### config.mk
export PLATFORM = sky130hd
export DESIGN_NAME = reg_load_seq
export DESIGN_NICKNAME = d
export VERILOG_FILES = /design/src/rtl/reg_load_seq.sv
export SDC_FILE = /design/constraint.sdc
export NUM_CORES = 1
export LEC_CHECK = 0
export ABC_CLOCK_PERIOD_IN_PS = 1800
export CORE_AREA = 2 2 39 41
export DETAILED_ROUTE_END_ITERATION = 16
export DIE_AREA = 0 0 41 43
export DONT_BUFFER_PORTS = 1
export PLACE_DENSITY = 0.7
export SLEW_MARGIN = 20
export SYNTH_ARGS = -nofsm -noshare
export SYNTH_HDL_FRONTEND = slang
export SYNTH_SLANG_ARGS = --single-unit
### constraint.sdc
create_clock -name clk -period 1.8 [get_ports clk]
set_input_delay 0.36 -clock clk [delete_from_list [all_inputs] [get_ports clk]]
set_output_delay 0.36 -clock clk [all_outputs]
set_load 0.01 [all_outputs]
### src/rtl/reg_load_seq.sv
// rtl/reg_load_seq.sv - keypad-driven sequencer that loads digits into a bank of slot registers
// One action per key press: digit -> load next slot, ENTER -> done, CLEAR -> clr.
module reg_load_seq #(
  parameter int             N          = 5,
  parameter int             DEPTH      = 4,
  parameter logic [N-1:0]   ENTER_CODE = 5'h1F,
  parameter logic [N-1:0]   CLEAR_CODE = 5'h1E
) (
  input  logic             clk,
  input  logic             rst,
  input  logic             key_valid,
  input  logic [N-1:0]     key_code,
  output logic [DEPTH-1:0] load,
  output logic [N-1:0]     d_out,
  output logic [3:0]       count,
  output logic             busy,
  output logic             done,
  output logic             clr,
  output logic             err
);

  typedef enum logic [1:0] {
    IDLE     = 2'd0,
    LOAD     = 2'd1,
    WAIT_REL = 2'd2
  } state_t;

  state_t         state, state_nx;
  logic [3:0]     count_nx;
  logic [N-1:0]   d_nx;
  logic           done_nx, clr_nx, err_nx;
  logic           is_digit, slots_full;

  assign is_digit   = (key_code <= N'(9));
  assign slots_full = (count >= 4'(DEPTH));

  always_ff @(posedge clk or posedge rst) begin
    if (rst) begin
      state <= IDLE;
      count <= '0;
      d_out <= '0;
      done  <= 1'b0;
      clr   <= 1'b0;
      err   <= 1'b0;
    end else begin
      state <= state_nx;
      count <= count_nx;
      d_out <= d_nx;
      done  <= done_nx;
      clr   <= clr_nx;
      err   <= err_nx;
    end
  end

  always_comb begin
    state_nx = state;
    count_nx = count;
    d_nx     = d_out;
    done_nx  = 1'b0;
    clr_nx   = 1'b0;
    err_nx   = 1'b0;
    case (state)
      IDLE: begin
        // Unrecognised codes leave the FSM in IDLE so the held key is re-sampled every cycle.
        if (key_valid) begin
          if (is_digit) begin
            state_nx = WAIT_REL;
            if (slots_full) begin
              err_nx = 1'b1;
            end else begin
              state_nx = LOAD;
              d_nx     = key_code;
            end
          end else if (key_code == ENTER_CODE) begin
            state_nx = WAIT_REL;
            done_nx  = 1'b1;
            count_nx = '0;
          end else if (key_code == CLEAR_CODE) begin
            state_nx = WAIT_REL;
            clr_nx   = 1'b1;
            count_nx = '0;
          end
        end
      end
      LOAD: begin
        state_nx = WAIT_REL;
        count_nx = count + 4'd1;
      end
      WAIT_REL: begin
        if (!key_valid) state_nx = IDLE;
      end
      default: state_nx = IDLE;
    endcase
  end

  // Decoded from state so an asynchronous reset drops the enable without waiting for a clock.
  assign load = (state == LOAD) ? (DEPTH'(1) << count) : '0;
  assign busy = (state != IDLE);

endmodule

* Yosys cells after proc, flatten, opt, wreduce, memory -nomap -nowiden
Cells that the tools add are included.
Word-level totals: memory bits (read-only) 0, word-level logic and storage cells 52, bits in latches 0, RAM bits 0, memories 0, bits in registers 14
Cells by class: div/mod/pow operators 0, bitwise logic cells 1, shifts and indexed selects 1, reduce and logical (&&, ||, !) cells 6, multiplexer cells 26, multiply operators 0, order comparisons 2, $add $sub $neg 1, equal/unequal tests 9
Operator list (number):
- 2-to-1 mux 4 bit | 5
- 2-to-1 mux 1 bit | 13
- 2-to-1 mux 2 bit | 6
- == test 5 bit, second input constant | 2
- case mux 4 bit (2 select lines) | 1
- AND reduction 4 bit | 2
- inequality test 2 bit, second input constant | 3
- case mux 2 bit (3 select lines) | 1
- <= comparator 5 x 4 -> 1 bit, second input constant | 1
- adder 4 x 1 -> 4 bit, second input constant | 1
- greater-or-equal comparator 4 x 3 -> 1 bit, second input constant | 1
- inequality test 4 bit, second input constant | 1
- nonzero test 2 bit | 2
- << shifter 1 x 4 -> 4 bit, first input constant | 1
- inequality test 3 bit, second input constant | 1
- AND reduction 3 bit | 1
- == test 2 x 1 -> 1 bit, second input constant | 1
- == test 2 bit, second input constant | 1
- logical NOT 2 bit | 1
- inverter 1 bit | 1

* Depth between registers and ports, before layout
Gate-level depths: netlist of the first run.
depth in word-level cells 6, mapped depth 4, gate-level depth less buffers 3

* Worst setup path after synthesis of the first run
No wires, ideal clock.
kind register -> output, start register count[2], end output load[2], data required time 1440 ps, arrival time 1090 ps, cell stages (with the launch flop) 4, slack 350 ps, cells stage by stage dfrtp_1 nor2_1 nand2_1 nor3b_1
Between the ends: cells in the longest elaborated chain, start to end 2
Ends and longest elaborated chain:
- start: declaration | RTL line 15 | output logic [3:0] count,
- start signal: assignment | RTL line 47 | count <= count_nx;
- << shifter 1 x 4 -> 4 bit | RTL line 97 | assign load = (state == LOAD) ? (DEPTH'(1) << count) : '0;
- 2-to-1 mux 4 bit | RTL line 97
- end: declaration | RTL line 13 | output logic [DEPTH-1:0] load,
No other way between the ends.

* Worst setup path after layout of the first run
start register state[1], end output load[1]
Between the ends: cells in the longest elaborated chain, start to end 2
Ends and longest elaborated chain:
- start: declaration | RTL line 28 | state_t state, state_nx;
- start signal: assignment | RTL line 46 | state <= state_nx;
- == test 2 x 1 -> 1 bit | RTL line 97
- 2-to-1 mux 4 bit | RTL line 97
No other way between the ends.

==> summary.md, run 1 <==
| Metric | Value |
|---|---|
| Final Max Slew Viols | `0` |
| Synth Area in Simple Gates | `roughly a fifth` |
| Crit. End Element | `output pin` |
| Clock sink count | `14` |
| Clk Latency, worst-skew pair | `~0.27 ns` |
| Mapped Cells | `57` |
| HP Class | `in2async` |
| Mux cell area share after synthesis | `13.91%` |
| Most common cell after layout, fill and taps aside | `dfrtp_1` |
| First-pass DRT Iterations | `4` |
| Design Area, Final | `772.0 sq um` |
| Min Tclk post-route | `1.688 ns` |
| Most frequent cells in the layout | `dfrtp_1, nor2_1, mux2_4` |
| Compound-cell area share of the yosys netlist | `8.905%` |
| Switching Fraction | `33.13%` |
| Worst-path maximum fanout | `8` |
| CP Cell Sequence | `nor2b_2 > nand2_2 > nor3b_2` |
| Internal power | `about 660 uW` |
| Share of cells above drive strength 1 | `between 30% and 40%` |
| Max-cap viol count | `0` |
| Vias per cell | `5.962` |
| Slew margin rel. | `between 60% and 70%` |
| NetSw | `approximately 330 uW` |
| Cell area after synthesis | `674.4 sq um` |
| Crit path max-delay cell type | `dfrtp_2` |
| Synthesized net count | `66` |
| P&R area growth vs syn | `14.47%` |
| Initial antenna violation count | `0` |
| Period utilisation layout | `93.77%` |
| Failing checks | `negative hold slack` |
| Root Buffer | `clkbuf_4` |
| CTS Buffer Depth | `2` |
| Tot GR Track Use | `17.85%` |
| Post-synthesis sequential area ratio | `51.95%` |
| Power share of the sequential group | `53.4%` |
| Synth warnings | `0` |
| Initial DRC count | `23` |
| Xor/xnor share of the synthesized area | `0%` |
| Fmax | `~600 MHz` |
| Hold WS | `-0.003101 ns` |
| Largest net degree at the start of global routing | `15` |
| # DRC | `0` |
| Setup Viol. Count Final | `0` |
| Mean Syn Cell Area | `11.83 sq um` |
| Comb pwr share | `24.0%` |
| Measured slew at the worst slew-check pin | `0.5170 ns` |
| Vias in the first global route | `489` |
| Leakage | `around 0.36 nW` |
| Count of different cell masters after synthesis | `23` |
| Adder-Cell Fraction of Synth Area | `1.855%` |
| Worst-path clk slew | `0.08 ns` |
| WL per Instance | `17.28 um` |
| Startpoint Class | `flip-flop` |
| # rows | `14` |
| IO Port Bufs | `0` |
| Final Hold Viols | `14` |
| CP max stage delay | `0.48 ns` |
| Critical path class | `reg2out` |
| Ant. Diodes | `0` |
| Die ar. | `1763 sq um` |
| Clock power share | `about 23%` |
| Cell area power density | `about 1300 nW/um^2` |
| Die height | `43 um` |
| Initial Util | `48.73%` |
| Nets | `73` |
| Status | `complete, but fails checks` |
| Grt total ovfl | `0` |
| Top-Level Pins | `25` |
| Critical path data required time | `between 1 and 1.5 ns` |
| Core ar. | `1384 sq um` |
| Placement Cell Area | `690.7 sq um` |
| CTS buffer count | `3` |
| Routed WL | `1365 um` |
| CTS tree | `yes` |
| CTS H-tree lvls | `1` |
| Maximum vdd drop | `0.0006083 V` |
| Register bit total from synthesis | `14` |
| Crit path DAT | `1.33 ns` |
| Global-route wire length before repair | `2083 um` |
| Fin Setup TNS | `0 ns` |
| Clock Skew | `0.0007307 ns` |
| Antenna-violating nets left | `0` |
| Worst path bufs/invs | `0` |
| Placer Congestion | `0.8369` |
| Main combinational cell family by area after synthesis | `simple AND/OR/NAND/NOR gates` |
| Die width | `between 40 and 50 um` |
| Via count | `~470` |
| Worst path top cell family by delay | `simple AND/OR/NAND/NOR gates` |
| DP HPWL | `977.7 um` |
layout make-up:
cell class / instances / area (sq um)
Inverter: 3 / 11.26
Multi-Input combinational cell: 39 / 329.1
Fill cell: 123 / 611.8
Sequential cell: 14 / 352.8
Tap cell: 16 / 20.02
Timing Repair Buffer: 3 / 22.52
Clock buffer: 4 / 36.28
per-stage QoR:
step           setup WS, ns  utilization, %  total power [mW]  instances  hold slack, ns
6_report             0.1122           55.79            0.9858         79       -0.003101
5_1_grt          -0.0006318           55.79             1.048         79         0.03455
4_1_cts            -0.09601           52.53            0.9596         77         0.01705
3_5_place_dp         0.1651           49.91            0.7394         73          0.3157
3_3_place_gp         0.2132           49.91            0.7293         73          0.3139
2_1_floorplan        0.3500               -            0.6900         57          0.2492
repair_timing:
action,CTS,global route
hold buffers,0,0
setup buffers,0,2
setup endpoints to repair,3,4
gates resized for setup,0,9
gates cloned,0,0
pin swaps,0,2
hold endpoints to repair,0,0
cell usage after synthesis:
master | count | area [sq um]
nand3_1 | 1 | 5.000
ha_1 | 1 | 12.51
and3_1 | 2 | 12.51
nor3_1 | 1 | 5.000
nor2b_1 | 2 | 12.51
o21ai_0 | 1 | 5.000
inv_1 | 3 | 11.26
buf_6 | 1 | 11.26
nor2_1 | 8 | 30.03
dfrtp_1 | 14 | 350.3
nor4b_2 | 1 | 15.01
a22o_1 | 3 | 26.28
nand2_1 | 2 | 7.510
a211o_1 | 1 | 8.760
nor3b_1 | 3 | 22.52
or4b_1 | 1 | 10.01
o21a_1 | 1 | 7.510
o211ai_1 | 1 | 7.510
nand4b_1 | 1 | 8.760
a21oi_1 | 1 | 5.000
nand4_1 | 1 | 6.260
mux2_2 | 3 | 33.78
mux2_4 | 4 | 60.06
power by group through the flow:
| stage | Sequential [mW] | Combinational (mW) | Clock (mW) |
|---|---|---|---|
| after global routing | 0.540 | 0.262 | 0.246 |
| after floorplan | 0.501 | 0.189 | 0 |
| after CTS | 0.517 | 0.217 | 0.225 |
| final | 0.526 | 0.237 | 0.223 |
| after global placement | 0.519 | 0.210 | 0 |
| after detailed placement | 0.520 | 0.219 | 0 |
final timing paths:
kind / cells after the start / startpoint / endpoint / slack, ns
min: 1 / rst / clr / -0.003
max: 3 / state[1] / load[1] / 0.11
min in group clk: 1 / key_code[0] / clr / 0.14
min reg2reg: 1 / state[0] / count[2] / 0.58
max reg2reg: 3 / state[1] / d_out[0] / 0.20
max in group asynchronous: 1 / rst / state[0] / 1.43
cell families after synthesis:
kind of cell / after synthesis
AO/OA/AOI/OAI: 8
adder cells (fa/ha/maj): 1
buffers and inverters: 4
flip-flops: 14
multiplexers: 7
AND/OR/NAND/NOR: 23
per-layer routing:
metal	GRT usage (%)	vias to the layer above	part of all wire, %
li1	-	218	-
met1	22.07	228	42
met2	26.88	25	52
met3	6.283	0	6.2
met4	8.000	0	0
met5	0	-	0
state kept, by name, summed over array words and instances (netlist names):
signal,count
d_out,5
count,4
state,2
clr,1
done,1
err,1
Power figures use the tool's default switching activity.
==> run 2: changes to the inputs <==
--- a/config.mk
+++ b/config.mk
@@ -10,7 +10,9 @@
 export DETAILED_ROUTE_END_ITERATION = 16
 export DIE_AREA = 0 0 41 43
 export DONT_BUFFER_PORTS = 1
+export GPL_TIMING_DRIVEN = 0
 export PLACE_DENSITY = 0.7
+export RECOVER_POWER = 100
 export SLEW_MARGIN = 20
 export SYNTH_ARGS = -nofsm -noshare
 export SYNTH_HDL_FRONTEND = slang
==> run 2 against run 1 <==
The run now ends clean; wire length down 3.4%; register-to-register slack worse by 0.12 ns; utilization down 2.0 points; sequential power about the same; first-iteration DRC count down 78%; sequential share of layout area up 1.5 points; final area down 3.6%; flip-flop and latch count unchanged; clock skew up 0.0040 ns.
==> summary.md, run 2 (same netlist as run 1, synthesis figures left out) <==
| Metric | Value |
|---|---|
| Share of cells above drive strength 1 | `24.59%` |
| Maximum vdd drop | `~0.00062 V` |
| Initial antenna violation count | `0` |
| Slew margin rel. | `63.13%` |
| Startpoint Class | `flip-flop` |
| Filler instances | `148` |
| WL per Instance | `17.13 um` |
| Root Buffer | `clkbuf_4` |
| Worst-path clk slew | `0.09 ns` |
| Measured slew at the worst slew-check pin | `0.5524 ns` |
| Final worst slack | `0.07660 ns` |
| Critical path class | `reg2reg` |
| Crit path DAT | `1.89 ns` |
| Cell area power density | `1272 nW/um^2` |
| P&R area growth vs syn | `10.39%` |
| Fmax | `580.2 MHz` |
| Final Util | `53.80%` |
| Vias in the first global route | `435` |
| Most common cell after layout, fill and taps aside | `dfrtp_1` |
| Placement Cell Area | `between 600 and 700 sq um` |
| Design Area, Final | `744.5 sq um` |
| Setup Viol. Count Final | `0` |
| Max-cap viol count | `0` |
| Vias per cell | `approximately 6.0` |
| Crit. End Element | `flip-flop` |
| Number of setup buffers added after CTS | `0` |
| Cts hold-fix bufs | `0` |
| CTS Buffer Depth | `2` |
| Status | `completed` |
| Final Hold Viols | `0` |
| Leakage | `0.3401 nW` |
| Routed WL | `1319 um` |
| Period utilisation layout | `roughly 96%` |
| Antenna-violating nets left | `0` |
| Global-route wire length before repair | `1952 um` |
| Ant. Diodes | `0` |
| DP HPWL | `958.2 um` |
| Die ar. | `1763 sq um` |
| Nets | `71` |
| HP Class | `in2async` |
| Top reg by flops | `d_out` |
| Critical path data required time | `1.97 ns` |
| Clk Latency, worst-skew pair | `0.28 ns` |
| Pre-CTS worst setup slack | `0.1982 ns` |
| Placer Congestion | `0.7997` |
| Min Tclk post-route | `~1.7 ns` |
| Via count | `462` |
| Most frequent cells in the layout | `dfrtp_1, nor2_1, mux2_1` |
| Core ar. | `1384 sq um` |
| First-pass DRT Iterations | `3` |
| CTS buffer count | `3` |
| Die height | `43 um` |
| Leading registers by flop count | `d_out x5, count x4, state x2` |
| Clock sink count | `14` |
| CTS H-tree lvls | `1` |
| Initial Util | `48.73%` |
| Tot GR Track Use | `17.33%` |
| # rows | `14` |
| Max FFs per register | `5` |
| IO Port Bufs | `0` |
| # DRC | `0` |
| Clock Skew | `0.004719 ns` |
| Initial DRC count | `5` |
| Worst-path maximum fanout | `8` |
| Largest net degree at the start of global routing | `15` |
| Footprint of the multi-input gates | `314.1 sq um` |
| CTS tree | `yes` |
| Reg area | `between 300 and 400 sq um` |
| Grt total ovfl | `0` |
| Final Max Slew Viols | `0` |
| Die width | `41 um` |
| Top-Level Pins | `25` |
[run 2: power breakdown]
| part | internal, mW | switching, mW | total, mW |
|---|---|---|---|
| sequential | 0.391 | 0.138 | 0.529 |
| clock | 0.123 | 0.105 | 0.228 |
| combinational | 0.104 | 0.0865 | 0.190 |
[run 2: final timing paths]
| kind | startpoint | to | slack, ns | depth (start not counted) |
|---|---|---|---|---|
| worst min-delay path | rst | d_out[4] | 0.003 | 1 |
| worst min register to register | d_out[0] | d_out[0] | 0.57 | 1 |
| max in group asynchronous | rst | state[0] | 1.40 | 1 |
| worst max-delay path | state[1] | d_out[3] | 0.08 | 4 |
| min in group clk | key_code[0] | clr | 0.13 | 1 |
| worst max register to register | state[1] | d_out[3] | 0.08 | 4 |
[run 2: through the flow]
stage               instances  hold WS (ns)  total power [mW]   TNS [ns]
detailed placement         73        0.3259            0.7410          0
global placement           73        0.3151            0.7294          0
finish                     77      0.002978            0.9472          0
floorplan                  57        0.2492            0.6900          0
global route               77       0.03502             1.006  -0.006053
CTS                        77       0.01451            0.9807          0
[run 2: critical path, stage by stage, from the launching register on]
cell	delay (ns)
dfrtp_1	0.47
nor4b_1	0.46
and3_1	0.23
buf_6	0.12
mux2_1	0.32
[run 2: per-layer routing]
layer | GRT usage [%] | part of all wire (%) | up-vias
li1 | - | - | 214
met1 | 20.34 | 40 | 224
met2 | 25.62 | 52 | 20
met3 | 5.236 | 6.1 | 4
met4 | 12.00 | 2.0 | 0
met5 | 0 | 0 | -
[run 2: what timing repair did]
action                     in CTS  in global routing
resized for setup               5                  4
pin swaps                       0                  1
setup endpoints to repair       3                  4
[run 2: layout make-up]
type | instances | share of cell area [%]
well taps | 16 | 2.689
multi-input cells | 39 | 42.18
clock buffers | 4 | 4.874
inverters | 3 | 1.513
flip-flops and latches | 14 | 47.23
plain buffers | 1 | 1.513
